`src/rtl/screen_vram_wr.sv`:
```
// screen_vram_wr
// Pixel packer and VRAM writer for the Z88 LCD. Each strobed character cell
// (one pixel byte, its attribute word and screen position) is decoded into
// 6 (lores) or 8 (hires) pixels and packed four pixels per 4-bit VRAM word.
//
// Ports
//   mck      master clock
//   rin      asynchronous active-high reset
//   lcdon    LCD enable; low clears the pipeline and blocks writes
//   pix_stb  one-cycle strobe qualifying pix/attr/slin/scol
//   pix      fetched pixel byte
//   attr     cell attribute word (13 hires, 12 reverse, 11 flash, 10 grey, 9 underline)
//   slin     screen pixel line 0..63
//   scol     character column; 0 marks the first cell of a line
//   vram_a   VRAM word address = slin*160 + x/4
//   vram_do  VRAM write data, bit 3 = leftmost pixel
//   vram_we  VRAM write enable, one cycle per word
//   ovf      sticky overflow, set when a strobe hits a busy stage 1
//
// Build option: define SCREEN_FLASH_EN to add the 5-bit frame counter that
// blanks attr[11] cells during the second half of a 32-frame period.
module screen_vram_wr (
    input  logic        mck,
    input  logic        rin,
    input  logic        lcdon,
    input  logic        pix_stb,
    input  logic [7:0]  pix,
    input  logic [13:0] attr,
    input  logic [5:0]  slin,
    input  logic [6:0]  scol,
    output logic [13:0] vram_a,
    output logic [3:0]  vram_do,
    output logic        vram_we,
    output logic        ovf
);
    localparam logic [9:0] LINE_PIXELS = 10'd640;

    // Stage 1: decoded cell, pixels left-aligned, unused low bits zero
    logic        s1_valid_reg;
    logic [7:0]  s1_px_reg;
    logic [3:0]  s1_cnt_reg;
    logic        s1_first_reg;
    logic [5:0]  s1_slin_reg;

    // Stage 2: pending accumulator, left-aligned at bit 10
    logic [10:0] acc_reg, acc_next;
    logic [3:0]  acc_cnt_reg, acc_cnt_next;
    logic [9:0]  x_reg, x_next;
    logic [5:0]  line_reg, line_next;

    logic [13:0] a_reg, a_next;
    logic [3:0]  do_reg, do_next;
    logic        we_reg, we_next;
    logic        ovf_reg;

    logic        accept;
    logic        s1_drain;
    logic [7:0]  cell_px;
    logic [3:0]  cell_cnt;
    logic        blank;

    assign accept = lcdon && pix_stb && !s1_valid_reg;

`ifdef SCREEN_FLASH_EN
    logic [4:0] frame_cnt_reg;
    logic [4:0] frame_now;
    logic       frame_bump;

    assign frame_bump = accept && (slin == 6'd0) && (scol == 7'd0);
    // The frame-start cell already belongs to the new frame.
    assign frame_now  = frame_bump ? frame_cnt_reg + 5'd1 : frame_cnt_reg;
    assign blank      = frame_now[4] && attr[11];

    always_ff @(posedge mck or posedge rin) begin
        if (rin) begin
            frame_cnt_reg <= 5'd0;
        end else if (frame_bump) begin
            frame_cnt_reg <= frame_now;
        end
    end

    logic unused_bits;
    assign unused_bits = ^{attr[10], attr[8:0]};
`else
    assign blank = 1'b0;

    logic unused_bits;
    assign unused_bits = ^{attr[11:10], attr[8:0]};
`endif

    // Cell decode: underline, then reverse, then flash blanking
    always_comb begin
        cell_px  = 8'h00;
        cell_cnt = 4'd6;
        if (attr[13]) begin
            cell_px  = pix;
            cell_cnt = 4'd8;
        end else if (attr[9] && (slin[2:0] == 3'd7)) begin
            cell_px  = 8'hFC;
        end else begin
            cell_px  = {pix[5:0], 2'b00};
        end
        if (attr[12]) begin
            cell_px = ~cell_px;
        end
        // Keep padding bits clear so they never OR into the accumulator.
        if (!attr[13]) begin
            cell_px = cell_px & 8'hFC;
        end
        if (blank) begin
            cell_px = 8'h00;
        end
    end

    // Stage 2: emit from the accumulator while it holds a full word,
    // otherwise merge stage 1 in and emit the first word of the merge.
    logic [3:0]  keep;
    logic [10:0] merged;
    logic [3:0]  merged_cnt;
    logic [10:0] src;
    logic [3:0]  src_cnt;
    logic [9:0]  x_cur;
    logic        take;

    always_comb begin
        keep         = s1_first_reg ? 4'd0 : acc_cnt_reg;
        merged       = (s1_first_reg ? 11'd0 : acc_reg) | ({s1_px_reg, 3'b000} >> keep);
        merged_cnt   = keep + s1_cnt_reg;
        src          = acc_reg;
        src_cnt      = acc_cnt_reg;
        x_cur        = x_reg;
        line_next    = line_reg;
        take         = 1'b0;
        s1_drain     = 1'b0;
        acc_next     = acc_reg;
        acc_cnt_next = acc_cnt_reg;
        x_next       = x_reg;
        a_next       = a_reg;
        do_next      = do_reg;
        we_next      = 1'b0;

        if (acc_cnt_reg >= 4'd4) begin
            take = 1'b1;
        end else if (s1_valid_reg) begin
            take      = 1'b1;
            s1_drain  = 1'b1;
            src       = merged;
            src_cnt   = merged_cnt;
            line_next = s1_slin_reg;
            if (s1_first_reg) begin
                x_cur = 10'd0;
            end
        end

        if (take) begin
            acc_next     = src << 4;
            acc_cnt_next = src_cnt - 4'd4;
            x_next       = x_cur;
            // Past the right edge the pixels are consumed but never written.
            if (x_cur < LINE_PIXELS) begin
                we_next = 1'b1;
                do_next = src[10:7];
                a_next  = {1'b0, line_next, 7'b0} + {3'b0, line_next, 5'b0}
                        + {6'b0, x_cur[9:2]};
                x_next  = x_cur + 10'd4;
            end
        end
    end

    always_ff @(posedge mck or posedge rin) begin
        if (rin) begin
            s1_valid_reg <= 1'b0;
            s1_px_reg    <= 8'h00;
            s1_cnt_reg   <= 4'd0;
            s1_first_reg <= 1'b0;
            s1_slin_reg  <= 6'd0;
            acc_reg      <= 11'd0;
            acc_cnt_reg  <= 4'd0;
            x_reg        <= 10'd0;
            line_reg     <= 6'd0;
            a_reg        <= 14'd0;
            do_reg       <= 4'd0;
            we_reg       <= 1'b0;
            ovf_reg      <= 1'b0;
        end else if (!lcdon) begin
            s1_valid_reg <= 1'b0;
            acc_reg      <= 11'd0;
            acc_cnt_reg  <= 4'd0;
            we_reg       <= 1'b0;
        end else begin
            // A strobe while stage 1 is occupied is lost, even if that cell
            // is being merged in this same cycle.
            if (pix_stb && s1_valid_reg) begin
                ovf_reg <= 1'b1;
            end
            if (s1_drain) begin
                s1_valid_reg <= 1'b0;
            end
            if (accept) begin
                s1_valid_reg <= 1'b1;
                s1_px_reg    <= cell_px;
                s1_cnt_reg   <= cell_cnt;
                s1_first_reg <= (scol == 7'd0);
                s1_slin_reg  <= slin;
            end
            acc_reg     <= acc_next;
            acc_cnt_reg <= acc_cnt_next;
            x_reg       <= x_next;
            line_reg    <= line_next;
            a_reg       <= a_next;
            do_reg      <= do_next;
            we_reg      <= we_next;
        end
    end

    assign vram_a  = a_reg;
    assign vram_do = do_reg;
    assign vram_we = we_reg;
    assign ovf     = ovf_reg;
endmodule

```
`config.mk`:
```
export PLATFORM = sky130hd
export DESIGN_NAME = screen_vram_wr
export DESIGN_NICKNAME = d
export VERILOG_FILES = /design/src/rtl/screen_vram_wr.sv
export SDC_FILE = /design/constraint.sdc
export NUM_CORES = 1
export LEC_CHECK = 0
export BUFFER_PORTS_ARGS = -buffer_cell sky130_fd_sc_hd__clkbuf_2
export CAP_MARGIN = 20
export CORE_ASPECT_RATIO = 1.75
export CORE_MARGIN = 10
export CORE_UTILIZATION = 60
export CTS_CLUSTER_DIAMETER = 80
export DETAILED_ROUTE_END_ITERATION = 10
export GPL_TIMING_DRIVEN = 0
export PLACE_DENSITY_LB_ADDON = 0.3
export SLEW_MARGIN = 0
export SYNTH_ARGS = -nofsm -noshare
export SYNTH_HDL_FRONTEND = slang
export SYNTH_SLANG_ARGS = --single-unit
```
`constraint.sdc`:
```
create_clock -name mck -period 8.9 [get_ports mck]
set_input_delay 0.89 -clock mck [delete_from_list [all_inputs] [get_ports mck]]
set_output_delay 0.89 -clock mck [all_outputs]
set_load 0.01 [all_outputs]
```
==> results.json, run 1 <==
{
  "outcome": "complete, no violations",
  "grtUsageMet3": 0.0448,
  "grt_busiest_layer": "met2",
  "reg2reg_slack_ns": 5.34,
  "clk_pin_slew_ns": 0.07,
  "ys_warn_count": 0,
  "hp-start": "ovf$_DFFE_PP0P_",
  "synth_ff_type": "dfrtp_1",
  "dr.pass1.iters": 4,
  "synthTopCellsByArea": "dfrtp_1, nand2_1, mux2_2, ha_1, o21ai_0",
  "synth_common_cells": "dfrtp_1, nand2_1, o21ai_0, mux2_2",
  "place_area_um2": 3780,
  "nNetsFinal": 452,
  "wl_per_cell_um": 16.0,
  "routed_wirelength_mm": 7.65,
  "grt_setup_unrepaired": "false",
  "dr_total_vias": 2694,
  "fmax_mhz": 281,
  "synth-edff-count": 0,
  "die_h_um": 120,
  "seq_area_frac_synth": 0.460,
  "setup.worst_path.end": "vram_a[12]$_DFFE_PP0P_",
  "critPathRequiredTime_ns": 9.17,
  "p_per_area_nw_per_um2": 271,
  "fin_crit_ns": 3.56,
  "diodes": 0,
  "global_route.usage.total": 0.172,
  "ant_nets": 0,
  "drc": 0,
  "cts_tree": "done",
  "drive_above_1_share": 0.257,
  "yosysTopAreaCellShare": 0.460,
  "root_buffer": "clkbuf_8",
  "fin_skew_ns": 0.00881,
  "dpl.hpwl_mm": 6.04,
  "hold_viol": 0,
  "ys_seq_elements": 63,
  "largest_reg_flops": 14,
  "synth.distinct_cells": 56,
  "finalCritPeriodShare": 0.400,
  "p_int_mw": 0.695,
  "drv_cap": 0,
  "die_w_um": 77.2,
  "ir_drop_uv": 193,
  "syn-cell-area_um2": 3430,
  "dieArea_um2": 9260,
  "design_area_um2": 3970,
  "gp_congestion": 0.898,
  "drv_slew": 0,
  "worstMarginPinSlew_ns": 0.518,
  "leakagePower_nw": 1.86,
  "worst-path-max-fanout": 10,
  "critical_path_arrival_ns": 3.83,
  "async_reset_ff_frac": 1.00,
  "grt_pass1_wl_mm": 12.9,
  "dr.first_iter.drc_count": 173,
  "clock_power_share": 0.230,
  "cts_max_level": 3,
  "synth_area_per_cell_um2": 10.1,
  "switching_share": 0.354,
  "synth_nets": 394,
  "r2r.worst_path.cells": 10,
  "fp-row-count": 36,
  "initial_utilization": 0.614,
  "worst_slack_ns": 5.34,
  "p_seq_frac": 0.386,
  "synthCells": 339,
  "clkSinkCount": 63,
  "yosysTopAreaCell": "dfrtp_1",
  "grt-ovfl-total": 0,
  "crit_type": "flop to flop",
  "clock_latency_ns": 0.35,
  "clock_path_buffers": 2,
  "post_cts_buffers": 0,
  "met1_usage": 0.174,
  "power_frac_comb": 0.383,
  "cts_resized": 0,
  "cts_hold_buf": 0,
  "timing.rr.end": "vram_a[12]$_DFFE_PP0P_",
  "cp-start-kind": "flop",
  "crit_start": "acc_cnt_reg[2]$_DFFE_PP0P_",
  "design_power_total_mw": 1.08,
  "use_met2": 0.315,
  "hp-class": "flop to flop",
  "dp_slack_ns": 5.33,
  "numPortBuffers": 46,
  "fp.coreArea_um2": 5590,
  "setup_viol": 0,
  "boundaryPins": 59,
  "crit_path_end_kind": "flop",
  "maxSlewHeadroom": 0.651,
  "power.switching_mw": 0.381,
  "regToRegStartpoint": "acc_cnt_reg[2]$_DFFE_PP0P_",
  "grt_pass1_vias": 2826,
  "area_delta_synth_final_pct": 15.8,
  "antenna_found_initial": 0,
  "cts_buffers": 9,
  "yosysMostFrequentCell": "dfrtp_1",
  "fin_setup_tns_ns": 0,
  "vias_per_cell": 5.65,
  "grt_start_max_net_pins": 42
}
-- cell families after synthesis --
logic type,share of synthesized area
multiplexers,0.100
AND/OR/NAND/NOR,0.151
adder cells (fa/ha/maj),0.0649
flip-flops,0.460
AO/OA/AOI/OAI,0.142
buffers and inverters,0.0419
XOR/XNOR,0.0408
-- cell type report --
type,count,area (µm²)
buffer,17,83.8
tap,76,95.1
clock inverter,4,45.0
sequential,63,1580
clock buffer,11,151
timing repair buffer,47,250
inverter,16,60.1
fill,464,1610
multi-input combinational,243,1710
-- worst min-delay path by stage --
stage                                   to  slack, ns  depth (start not counted)
finish                     ovf$_DFFE_PP0P_       0.47                          1
global route               ovf$_DFFE_PP0P_       0.49                          1
CTS                        ovf$_DFFE_PP0P_       0.48                          1
detailed placement         ovf$_DFFE_PP0P_       0.46                          1
global placement           ovf$_DFFE_PP0P_       0.45                          1
floorplan           acc_reg[4]$_DFFE_PP0P_       0.45                          2
-- power groups by stage --
| stage | logic, mW | registers, mW | clock network (mW) |
|---|---|---|---|
| 6_report | 0.413 | 0.416 | 0.248 |
| 5_1_grt | 0.470 | 0.426 | 0.267 |
| 4_1_cts | 0.418 | 0.416 | 0.251 |
| 3_5_place_dp | 0.413 | 0.421 | 0 |
| 3_3_place_gp | 0.400 | 0.415 | 0 |
| 2_1_floorplan | 0.287 | 0.427 | 0 |
-- worst max-delay path: stages, from the launching register on --
cell and delay (ns):
dfrtp_1 0.37, buf_2 0.20, nor3b_4 0.45, buf_2 0.35, mux2i_1 0.38, fa_1 0.52, fa_1 0.47, nor2b_1 0.15
o31ai_1 0.11, a2111o_1 0.38, o211ai_1 0.09
-- cells in the final DEF (no fill, tap or decap), types with 6 or more instances in the layout --
cell / count
a21oi_1: 6
and2_1: 7
buf_2: 7
clkbuf_1: 7
clkbuf_2: 46
clkbuf_8: 11
dfrtp_1: 63
ha_1: 13
inv_1: 12
mux2_2: 19
nand2_1: 60
nand3_1: 6
nor2_1: 13
o21ai_0: 27
o22ai_1: 6
o31ai_1: 6
xor2_1: 11
-- through the flow --
stage / utilization / hold slack [ns] / instances
finish: 0.711 / 0.472 / 477
floorplan: - / 0.449 / 339
global route: 0.711 / 0.494 / 477
detailed placement: 0.676 / 0.461 / 462
global placement: 0.672 / 0.451 / 461
CTS: 0.711 / 0.476 / 477
-- routing by layer --
metal	vias to the layer above	wire, µm
li1	1314	-
met1	1297	2980
met2	66	4100
met3	17	347
met4	0	214
met5	-	0
(Power assumes the default switching activity.)
==> inputs of run 2 (changes only) <==
--- a/config.mk
+++ b/config.mk
@@ -9,7 +9,7 @@
 export CAP_MARGIN = 20
 export CORE_ASPECT_RATIO = 1.75
 export CORE_MARGIN = 10
-export CORE_UTILIZATION = 60
+export CORE_UTILIZATION = 51
 export CTS_CLUSTER_DIAMETER = 80
 export DETAILED_ROUTE_END_ITERATION = 10
 export GPL_TIMING_DRIVEN = 0
==> constraint.sdc (replaced) <==
create_clock -name mck -period 3.1 [get_ports mck]
set_input_delay 0.31 -clock mck [delete_from_list [all_inputs] [get_ports mck]]
set_output_delay 0.31 -clock mck [all_outputs]
set_load 0.01 [all_outputs]
==> results.json, run 2 (synthesis results as in run 1) <==
{
  "layout.area.seq_um2": 1580,
  "initial_utilization": 0.525,
  "final_cell_mix": "dfrtp_1, nand2_1, clkbuf_2",
  "drc": 0,
  "grt_pass1_vias": 2901,
  "worst_slack_ns": 0.0848,
  "grt_start_max_net_pins": 45,
  "fin_skew_ns": 0.00534,
  "drive_above_1_share": 0.289,
  "setup_viol": 0,
  "grt-ovfl-total": 0,
  "crit_type": "flop to flop",
  "largest_reg_flops": 14,
  "p_per_area_nw_per_um2": 816,
  "multiInputGateArea_um2": 1780,
  "gp_congestion": 0.937,
  "vias_per_cell": 5.63,
  "ant_nets": 0,
  "hold_viol": 0,
  "fill_cells": 558,
  "die_w_um": 82,
  "grt_busiest_layer": "met2",
  "power.switching_mw": 1.20,
  "dp_slack_ns": -0.471,
  "p_seq_frac": 0.350,
  "crit_chain": "buf_6 -> nor3b_4 -> buf_6 -> mux2_4 -> ha_4 -> ha_4 -> inv_1 -> fa_2 -> nor2b_2 -> o31ai_2 -> a2111o_1 -> o211ai_1",
  "clock_power_share": 0.267,
  "outcome": "complete, no violations",
  "dp_cells": 468,
  "worstMarginPinSlew_ns": 0.594,
  "maxSlewHeadroom": 0.600,
  "cts_max_level": 3,
  "drv_cap": 0,
  "worst-path-buf-inv": 3,
  "crit_start": "acc_cnt_reg[2]$_DFFE_PP0P_",
  "dr.pass1.iters": 4,
  "p_int_mw": 2.26,
  "die_h_um": 129,
  "whs_ns": 0.209,
  "critPathRequiredTime_ns": 3.35,
  "crit_family": "adder cells",
  "dieArea_um2": 10500,
  "diodes": 0,
  "use_met2": 0.296,
  "reg2reg_slack_ns": 0.08,
  "critical_path_arrival_ns": 3.27,
  "leakagePower_nw": 1.94,
  "met1_usage": 0.172,
  "area_delta_synth_final_pct": 23.2,
  "hp-start": "slin[5]",
  "numPortBuffers": 46,
  "fin_crit_ns": 3.02,
  "finalCritPeriodShare": 0.973,
  "critPathMaxStageDelay_ns": 0.41,
  "routed_wirelength_mm": 8.23,
  "clkSinkCount": 63,
  "root_buffer": "clkbuf_16",
  "hp-class": "input pin to flop",
  "dpl.hpwl_mm": 6.15,
  "dr_total_vias": 2782,
  "regToRegStartpoint": "acc_cnt_reg[2]$_DFFE_PP0P_",
  "crit_path_end_kind": "flop",
  "fp-row-count": 39,
  "ir_drop_uv": 504,
  "wl_per_cell_um": 16.7,
  "fmax_mhz": 332,
  "drv_slew": 0,
  "cts_buffers": 9,
  "global_route.usage.total": 0.169,
  "layout_commonest_cell": "dfrtp_1",
  "boundaryPins": 59,
  "dr.first_iter.drc_count": 143,
  "switching_share": 0.346,
  "fp.coreArea_um2": 6540,
  "nNetsFinal": 462,
  "cp-start-kind": "flop",
  "fin_cells": 494,
  "grt_pass1_wl_mm": 13.8,
  "worst-path-max-fanout": 7,
  "cts_tree": "done",
  "clk_pin_slew_ns": 0.05,
  "design_area_um2": 4230,
  "clock_latency_ns": 0.33,
  "power_frac_comb": 0.382,
  "place_area_um2": 3780,
  "antenna_found_initial": 0,
  "clock_path_buffers": 2,
  "crit_path_top_delay_cell": "fa_2",
  "grtUsageMet3": 0.0558
}
-- run 2: changes by cell type in the layout (fill, tap and decap cells not counted), sizes merged --
| cell | change |
|---|---|
| buf | +10 |
| clkbuf | +4 |
| clkinv | -3 |
| bufinv | -1 |
| dlygate4sd3 | +1 |
-- run 2: worst paths after layout --
kind	to	cells after the start
min	s1_slin_reg[5]$_DFFE_PP0P_	2
min in group asynchronous	s1_slin_reg[5]$_DFFE_PP0P_	3
max reg2reg	vram_a[12]$_DFFE_PP0P_	12
max in group asynchronous	s1_valid_reg$_DFFE_PP0P_	4
min reg2reg	ovf$_DFFE_PP0P_	1
max	vram_a[12]$_DFFE_PP0P_	12
-- run 2: timing repair --
| action | 4_1_cts | 5_1_grt |
|---|---|---|
| hold buffers | 1 | 0 |
| endpoints found under the hold margin | 19 | 0 |
| setup endpoints to repair | 6 | 4 |
| resized for setup | 10 | 13 |
| pin swaps | 1 | 4 |
| buffers inserted | 3 | 6 |
-- run 2: final cells by class --
class | instances | share of cell area
buffer | 17 | 0.0246
clock buffer | 16 | 0.0642
inverter | 16 | 0.0142
multi-input combinational | 243 | 0.422
sequential | 63 | 0.373
tap | 82 | 0.0243
timing repair buffer | 57 | 0.0776
-- run 2: metrics by stage --
| stage | total power, mW | util | TNS, ns |
|---|---|---|---|
| floorplan | 2.05 | - | 0 |
| global route | 3.68 | 0.646 | -0.0543 |
| global placement | 2.35 | 0.576 | -1.43 |
| CTS | 3.38 | 0.629 | 0 |
| finish | 3.45 | 0.646 | 0 |
| detailed placement | 2.42 | 0.579 | -1.80 |
-- run 2: power groups by stage --
stage	Combinational [mW]	Clock (mW)	Sequential, mW
after floorplan	0.823	0	1.23
final	1.32	0.922	1.21
after CTS	1.25	0.933	1.20
after global routing	1.47	0.966	1.24
after detailed placement	1.20	0	1.21
after global placement	1.15	0	1.20
-- run 2: metal layers --
metal / vias up / wire length (µm)
met5: - / 0
met4: 0 / 279
met3: 17 / 444
met2: 74 / 4500
met1: 1358 / 3000
li1: 1333 / -
